**config.mk**
```make
export PLATFORM = sky130hd
export DESIGN_NAME = blackjack_game_fsm
export DESIGN_NICKNAME = d
export VERILOG_FILES = /design/src/rtl/blackjack_game_fsm.sv
export SDC_FILE = /design/constraint.sdc
export NUM_CORES = 1
export LEC_CHECK = 0
export ABC_AREA = 1
export CORE_UTILIZATION = 40
export CTS_CLUSTER_DIAMETER = 30
export DETAILED_ROUTE_END_ITERATION = 16
export SYNTH_ARGS = -nofsm -noshare
export SYNTH_HDL_FRONTEND = slang
export SYNTH_SLANG_ARGS = --single-unit
```
**constraint.sdc**
```tcl
create_clock -name clk -period 2.25 [get_ports clk]
set_clock_uncertainty 0.05 [all_clocks]
set_input_delay 0.45 -clock clk [delete_from_list [all_inputs] [get_ports clk]]
set_output_delay 0.45 -clock clk [all_outputs]
set_load 0.05 [all_outputs]
```
**src/rtl/blackjack_game_fsm.sv**
```systemverilog
// Blackjack round controller: card draws over req/valid, soft-ace totals,
// round outcome for the display block and deck reload sequencing.
module blackjack_game_fsm #(
   parameter int DEALER_STAND = 17,
   parameter int BJ_TOTAL     = 21
) (
   input  logic       clk,
   input  logic       rst,
   input  logic       btn_deal,
   input  logic       btn_hit,
   input  logic       btn_stand,
   input  logic       card_valid,
   input  logic [3:0] card_rank,
   input  logic       deck_low,
   input  logic       shuffle_done,
   output logic       card_req,
   output logic       shuffle_start,
   output logic [2:0] state,
   output logic [4:0] player_hand,
   output logic [4:0] dealer_hand,
   output logic [1:0] display_state,
   output logic       reset_to_reshuffle
);

   typedef enum logic [2:0] {
      S_IDLE   = 3'd0,
      S_DEAL   = 3'd1,
      S_PLAYER = 3'd2,
      S_DEALER = 3'd3,
      S_END    = 3'd4,
      S_LOAD   = 3'd5
   } state_t;

   localparam logic [1:0] D_LOSE = 2'd0;
   localparam logic [1:0] D_TIE  = 2'd1;
   localparam logic [1:0] D_WIN  = 2'd2;
   localparam logic [1:0] D_BJ   = 2'd3;

   localparam logic [4:0] L_STAND = 5'(DEALER_STAND);
   localparam logic [4:0] L_BJ    = 5'(BJ_TOTAL);

   state_t     r_state, w_state;
   logic       r_card_req, w_card_req;
   logic       r_shuf, w_shuf;
   logic [4:0] r_ph, w_ph;
   logic [4:0] r_dh, w_dh;
   logic       r_ps, w_ps;
   logic       r_ds, w_ds;
   logic [1:0] r_disp, w_disp;
   logic       r_reshuf, w_reshuf;
   logic [2:0] r_cnt, w_cnt;
   logic       w_acc;
   logic [5:0] w_pc, w_dc;

   // Returns {soft, total}; an ace counts 11 only while that keeps the hand <= 21.
   function automatic logic [5:0] add_card(input logic [4:0] h,
                                           input logic       s,
                                           input logic [3:0] rank);
      logic [5:0] t;
      logic       ns;
      ns = s;
      if (rank == 4'd1) begin
         if ({1'b0, h} + 6'd11 <= {1'b0, L_BJ}) begin
            t  = {1'b0, h} + 6'd11;
            ns = 1'b1;
         end else begin
            t = {1'b0, h} + 6'd1;
         end
      end else if (rank >= 4'd10 || rank == 4'd0) begin
         t = {1'b0, h} + 6'd10;
      end else begin
         t = {1'b0, h} + {2'b00, rank};
      end
      if (t > {1'b0, L_BJ} && ns) begin
         t  = t - 6'd10;
         ns = 1'b0;
      end
      return {ns, t[4:0]};
   endfunction

   always_comb begin
      w_state    = r_state;
      w_card_req = r_card_req;
      w_shuf     = 1'b0;
      w_ph       = r_ph;
      w_dh       = r_dh;
      w_ps       = r_ps;
      w_ds       = r_ds;
      w_disp     = r_disp;
      w_reshuf   = r_reshuf;
      w_cnt      = r_cnt;
      w_acc      = r_card_req & card_valid;
      w_pc       = add_card(r_ph, r_ps, card_rank);
      w_dc       = add_card(r_dh, r_ds, card_rank);

      if (deck_low && (r_state == S_IDLE || r_state == S_END))
         w_reshuf = 1'b1;

      unique case (r_state)
         S_IDLE: begin
            if (btn_deal) begin
               if (r_reshuf) begin
                  w_state = S_LOAD;
                  w_shuf  = 1'b1;
               end else begin
                  w_state    = S_DEAL;
                  w_card_req = 1'b1;
                  w_ph       = 5'd0;
                  w_dh       = 5'd0;
                  w_ps       = 1'b0;
                  w_ds       = 1'b0;
                  w_cnt      = 3'd0;
               end
            end
         end
         S_LOAD: begin
            if (shuffle_done) begin
               w_state  = S_IDLE;
               w_reshuf = 1'b0;
            end
         end
         S_DEAL: begin
            if (r_cnt == 3'd4) begin
               if (r_ph == L_BJ && r_dh == L_BJ) begin
                  w_state = S_END;
                  w_disp  = D_TIE;
               end else if (r_ph == L_BJ) begin
                  w_state = S_END;
                  w_disp  = D_BJ;
               end else begin
                  w_state = S_PLAYER;
               end
            end else if (w_acc) begin
               // Even draws go to the player, odd draws to the dealer.
               w_card_req = 1'b0;
               w_cnt      = r_cnt + 3'd1;
               if (!r_cnt[0]) {w_ps, w_ph} = w_pc;
               else           {w_ds, w_dh} = w_dc;
            end else begin
               w_card_req = 1'b1;
            end
         end
         S_PLAYER: begin
            if (r_ph > L_BJ) begin
               w_state = S_END;
               w_disp  = D_LOSE;
            end else if (r_ph == L_BJ) begin
               w_state = S_DEALER;
            end else if (r_card_req) begin
               if (w_acc) begin
                  w_card_req  = 1'b0;
                  {w_ps, w_ph} = w_pc;
               end
            end else if (btn_stand) begin
               w_state = S_DEALER;
            end else if (btn_hit) begin
               w_card_req = 1'b1;
            end
         end
         S_DEALER: begin
            if (r_card_req) begin
               if (w_acc) begin
                  w_card_req  = 1'b0;
                  {w_ds, w_dh} = w_dc;
               end
            end else if (r_dh < L_STAND) begin
               w_card_req = 1'b1;
            end else begin
               w_state = S_END;
               if (r_dh > L_BJ)       w_disp = D_WIN;
               else if (r_ph > r_dh)  w_disp = D_WIN;
               else if (r_ph == r_dh) w_disp = D_TIE;
               else                   w_disp = D_LOSE;
            end
         end
         S_END: begin
            if (btn_deal) w_state = S_IDLE;
         end
         default: begin
            w_state    = S_IDLE;
            w_card_req = 1'b0;
         end
      endcase
   end

   always_ff @(posedge clk or posedge rst) begin
      if (rst) begin
         r_state    <= S_IDLE;
         r_card_req <= 1'b0;
         r_shuf     <= 1'b0;
         r_ph       <= 5'd0;
         r_dh       <= 5'd0;
         r_ps       <= 1'b0;
         r_ds       <= 1'b0;
         r_disp     <= D_LOSE;
         r_reshuf   <= 1'b1;
         r_cnt      <= 3'd0;
      end else begin
         r_state    <= w_state;
         r_card_req <= w_card_req;
         r_shuf     <= w_shuf;
         r_ph       <= w_ph;
         r_dh       <= w_dh;
         r_ps       <= w_ps;
         r_ds       <= w_ds;
         r_disp     <= w_disp;
         r_reshuf   <= w_reshuf;
         r_cnt      <= w_cnt;
      end
   end

   assign card_req           = r_card_req;
   assign shuffle_start      = r_shuf;
   assign state              = r_state;
   assign player_hand        = r_ph;
   assign dealer_hand        = r_dh;
   assign display_state      = r_disp;
   assign reset_to_reshuffle = r_reshuf;

endmodule

```
# == Yosys cells after proc, flatten, opt, wreduce, memory -nomap -nowiden ==
# Cells that the tools add are included.
# totals
regBits,23
input_bits,12
out_inout_bits,18
wordCells,175
# classes
n_addsub,11
order_cmp,9
n_eq_ne,31
n_mux,93
bitwise_logic,2
n_reduce_logical,19
# op_table
op,n
5-bit 2-to-1 mux,16
3-bit 2-to-1 mux,17
1-bit 2-to-1 mux,38
6-bit 2-to-1 mux,6
2-bit inequality test (second input constant),18
5-bit case mux with 3 select lines,2
5-bit by 4-bit adder with 6-bit output (second input constant),4
3-bit case mux with 6 select lines,1
2-bit 2-to-1 mux,8
8-bit AND reduction,2
5-bit by 1-bit adder with 6-bit output (second input constant),2
5-bit by 4-bit adder with 6-bit output,2
6-bit by 5-bit greater-than comparator with 1-bit output (second input constant),2
6-bit by 5-bit less-or-equal comparator with 1-bit output (second input constant),2
6-bit AND reduction,2
5-bit == test (second input constant),2
5-bit greater-than comparator (second input constant),2
10-bit AND reduction,1
5-bit by 4-bit subtractor with 5-bit output (second input constant),2
3-bit == test (second input constant),3
3-bit nonzero test,3
4-bit inequality test (second input constant),2
3-bit by 2-bit == test with 1-bit output (second input constant),2
1-bit case mux with 3 select lines,2
20 further kinds,24

# == Logic depth before layout (Yosys ltp) ==
# logic_depth
depth_word,12
ltp_mapped,19
depth_no_buf,19

# == Worst setup path after synthesis ==
# Ideal clock, no wire load.
# synth_path
path_kind,reg-to-reg
start,register r_dh[0] (netlist: dealer_hand[0])
end,register r_dh[3] (netlist: dealer_hand[3])
setup_time_ps,65
arrival_time_ps,2558
required_time_ps,2135
path_slack_ps,-423
path_stages_with_launch,16
n_path_buf,0
period_less_slack_ps,2673
cell_sequence,dfrtp_1 > ha_1 > inv_1 > fa_1 > xnor2_1 > nand2_1 > a21boi_2 > nand2_1 > nand2_1 > ha_1 > nand3b_1 > nand2_1 > nand4_1 > nand2_1 > nand2_1 > nand2_1
# synth_via
elab_chain_len,11
elab_cells_between_ends,20
classes_between,add/sub (5); order compare (2); mux (12); reduce/logical (1)
# synth_lines
item,line,rtl
from (decl),46,"logic [4:0] r_dh, w_dh;"
from (signal assigned),203,r_dh <= w_dh;
5-bit by 4-bit adder with 6-bit output,"63, 64",
6-bit by 5-bit less-or-equal comparator with 1-bit output,63,"if ({1'b0, h} + 6'd11 <= {1'b0, L_BJ}) begin"
6-bit 2-to-1 mux,63,
6-bit 2-to-1 mux,62,if (rank == 4'd1) begin
6-bit by 5-bit greater-than comparator with 1-bit output,74,"if (t > {1'b0, L_BJ} && ns) begin"
1-bit logical AND,74,
5-bit 2-to-1 mux *,74,
5-bit 2-to-1 mux,137,"if (!r_cnt[0]) {w_ps, w_ph} = w_pc;"
5-bit 2-to-1 mux,133,end else if (w_acc) begin
5-bit 2-to-1 mux,123,if (r_cnt == 3'd4) begin
5-bit case mux with 3 select lines *,99,unique case (r_state)
# Mark *: on every way between the ends. The rest lies on a longest branch, timed or not. The select of a mux whose other input is x is not followed.
# A chain may end at the register's enable or synchronous reset.

# == Worst setup path in the final report ==
# layout_path
start,register r_ph[0] (netlist: player_hand[0])
end,register r_ph[2] (netlist: player_hand[2])
# layout_via
elab_chain_len,12
elab_cells_between_ends,27
classes_between,add/sub (5); order compare (3); eq/ne (3); mux (14); reduce/logical (2)
# layout_lines
item,line,rtl
from (decl),45,"logic [4:0] r_ph, w_ph;"
from (signal assigned),202,r_ph <= w_ph;
5-bit by 4-bit adder with 6-bit output,"63, 64",
6-bit by 5-bit less-or-equal comparator with 1-bit output,63,
6-bit 2-to-1 mux,63,
6-bit 2-to-1 mux,62,
6-bit by 5-bit greater-than comparator with 1-bit output,74,
1-bit logical AND,74,
5-bit 2-to-1 mux,74,
5-bit 2-to-1 mux,150,if (w_acc) begin
5-bit 2-to-1 mux,149,end else if (r_card_req) begin
5-bit 2-to-1 mux,147,end else if (r_ph == L_BJ) begin
5-bit 2-to-1 mux,144,if (r_ph > L_BJ) begin
5-bit case mux with 3 select lines,99,
# Several ways; a longest one is shown, not always the timed one. The select of a mux whose other input is x is not followed.

==> results.md <==
* Status: complete, but fails checks
* Violated checks: negative setup slack
* Critical R2R Capture: player_hand[2]
* Worst-Margin Slew at about 0.51 ns
* HP Class: input port to async pin
* Most frequent cells in the layout: nand2_1 (122), buf_4 (69), inv_1 (49), nand3_1 (35), ha_1 (24)
* Final slew viol count at 0
* Ys async rst share at between 90% and 100%
* DRT Pass-1 Iters at 4
* Post-synth top area cell: dfrtp_1
* Initial DRC count at 122
* Share of the synthesized area in the top cell type at 17.8%
* PD cells at 1360 nW/µm²
* Post-synthesis cell count at 467
* Global-route wire length before repair at between 10000 and 15000 µm
* Launching point of the worst reg2reg path: player_hand[0]
* P&R area growth vs syn at 38.0%
* Worst-path fanout max at 5
* Pin count of the biggest net entering global routing at 16
* Synth area leaders: dfrtp_1 (18%), nand2_1 (16%), ha_1 (14%), nand3_1 (7.5%), inv_1 (6.7%)
* Die W at approximately 90 µm
* Initial antenna violation count at 0
* Layout cells sized above 1 at 31.3%
* Io pins at 30
* Data arrival time of the critical path at 2.39 ns
* Synth Warn # at 0
* R2R Setup Slk at -0.03 ns
* # diodes at 0
* Min Tclk post-route at 2.28 ns
* CP max stage delay at 0.54 ns
* Wire per inst at around 13 µm
* Max-Cap Viols at 0
* Slew margin rel. at 66.2%
* CTS tree: built
* Die area at just over 8000 µm²
* Clk slew on worst S/H paths at 0.08 ns
* H-tree levels at 1
* Starting Density at between 40% and 50%
* Crit share post-route at 101%
* RSZ-0062 raised after global routing: true
* Syn avg cell area at 6.62 µm²
* Nets at 608
* Worst setup SP type: flop
* Mapped Area at 3090 µm²
* Port Buffer Count at 29
* Sequential-to-total area share from yosys stat at 18.7%
* Max frequency at 439 MHz
* Vias at 3361
* Clock tree sinks at 23
* Number of core rows at 31
* Final HPWL DP at 6830 µm
* Worst EP required at 2.36 ns
* Via/cell ratio at 5.11
* Wirelength, routed at 8820 µm
* Leakage power at 2.19 nW
* Placer Congestion at 0.926
* PnR worst setup slack at -0.0275 ns
* GRT Util Overall at 21.9%
* CP endpoint kind: flop
* Pwr Total at 5.79 mW
* Synth unique cells at 45
* Core Footprint at 7370 µm²
* CP cell instances: ha_4 > inv_1 > fa_2 > o21ai_2 > or2_0 > nand2_2 > ha_2 > nand4_1 > nand3_1 > o21ai_1
* Drt drc at 0
* Clock buffer depth at 2
* Worst-Skew Late Latency at roughly 0.27 ns
* Final setup vio count at 3
* Final Hold Vio Count at 0
* DIE HEIGHT at between 80 and 90 µm
* Top FF cell, synth: dfrtp_1
* Worst path slowest cell: dfrtp_4
* Routed Antenna Nets at 0
* Kind of critical path: flop to flop
* Peak supply drop at between 800 and 900 µV
* Num CTS Buffers at 3
* Final TNS setup at -0.0461 ns
* Post-synth EDFFs at 0
* Most common cell after layout, fill and taps aside: nand2_1
* Total gr overflow at 0
* Syn Nets at around 520
* Worst r2r path cells at 10
* Post-CTS Hold Buffers at 0
* #FFs+latches synth at 23
* Root Driver: clkbuf_8
* Vias in the first global route at 3176
-- what timing repair did --
action                                  4_1_cts  5_1_grt
endpoints found under the setup margin       10       14
resized for setup                            23       42
buffers inserted                              8        7
pin swaps                                    14       17
-- metal layers --
layer	track usage, %	vias up	share of wire [%]	wire [µm]
li1	-	1729	-	-
met1	30.2	1539	48	4280
met2	38.2	91	47	4150
met3	0.931	2	4.1	366
met4	4.30	0	0.32	28
met5	0	-	0	0
-- final cells by class --
cell class	count	area, µm²
multi-input combinational	372	2470
timing repair buffer	94	779
inverter	66	260
tap	99	124
sequential	23	589
fill	719	3110
clock buffer	4	45.0
-- cell usage after synthesis (2+ instances only) --
cell type  count
buf_6          3
inv_1         55
nand4_1       11
a31oi_1        2
dfrtp_1       22
nand2_4        3
and2_1         3
ha_1          34
fa_1           2
nor2_4         4
o211ai_1       4
a311oi_1       2
xor2_1         6
nor3_1         5
a21oi_1       22
o21ai_1       11
o22ai_1        2
xnor2_1        2
nand3_2        3
o21ai_0       21
o21ai_2        2
nor2_1        23
nor2_2         2
nand3_4        4
inv_2          9
nand2_1      134
nand3_1       46
nand2_2       11
nand3b_1       3
-- sequential cells by signal (all words and copies together) (netlist names) --
register / count
reset_to_reshuffle: 1
shuffle_start: 1
display_state: 2
r_ps: 1
dealer_hand: 5
card_req: 1
r_cnt: 3
player_hand: 5
r_ds: 1
state: 3
-- logic make-up (layout without fill, tap and decap cells) --
family | count (synthesis) | count (layout) | share of synthesized area, %
flops | 23 | 23 | 18.7
simple gates | 255 | 255 | 40.4
fa+ha+maj | 36 | 36 | 15.1
mux | 1 | 1 | 0.364
xor+xnor | 8 | 8 | 2.27
buf+inv | 72 | 164 | 9.72
compound gates | 72 | 72 | 13.5
-- how the worst max path moves through the flow --
stage	end	start	cells after the start	slack, ns
finish	player_hand[2]	player_hand[0]	10	-0.03
global route	dealer_hand[4]	dealer_hand[0]	16	-0.14
CTS	dealer_hand[3]	dealer_hand[0]	15	-0.01
detailed placement	dealer_hand[3]	card_rank[0]	16	-0.62
global placement	dealer_hand[3]	card_rank[0]	16	-0.60
floorplan	dealer_hand[3]	dealer_hand[0]	15	-0.03
-- metrics by stage --
step	util, %	cells	cell area, µm²	hold WS, ns	worst slack (ns)
4_1_cts	55.0	651	4050	0.380	-0.0118
3_5_place_dp	52.4	639	3860	0.439	-0.615
6_report	57.9	658	4260	0.371	-0.0275
2_1_floorplan	-	467	3140	0.400	-0.0288
5_1_grt	57.9	658	4260	0.419	-0.141
3_3_place_gp	52.4	639	3860	0.422	-0.599
-- where the power goes --
part           internal [mW]  switching [mW]  total [mW]
Clock                  0.126           0.131       0.258
Combinational           1.88            2.79        4.67
Sequential             0.592           0.276       0.868
-- worst max-delay path, delay by kind of cell, from the launching register on --
| kind | cells | cell delay (ns) |
|---|---|---|
| adder cells (fa/ha/maj) | 3 | 0.92 |
| AND/OR/NAND/NOR | 4 | 0.39 |
| flip-flops | 1 | 0.54 |
| AO/OA/AOI/OAI | 2 | 0.20 |
| buffers and inverters | 1 | 0.06 |
Note: power is estimated with default switching activity, not from simulation.
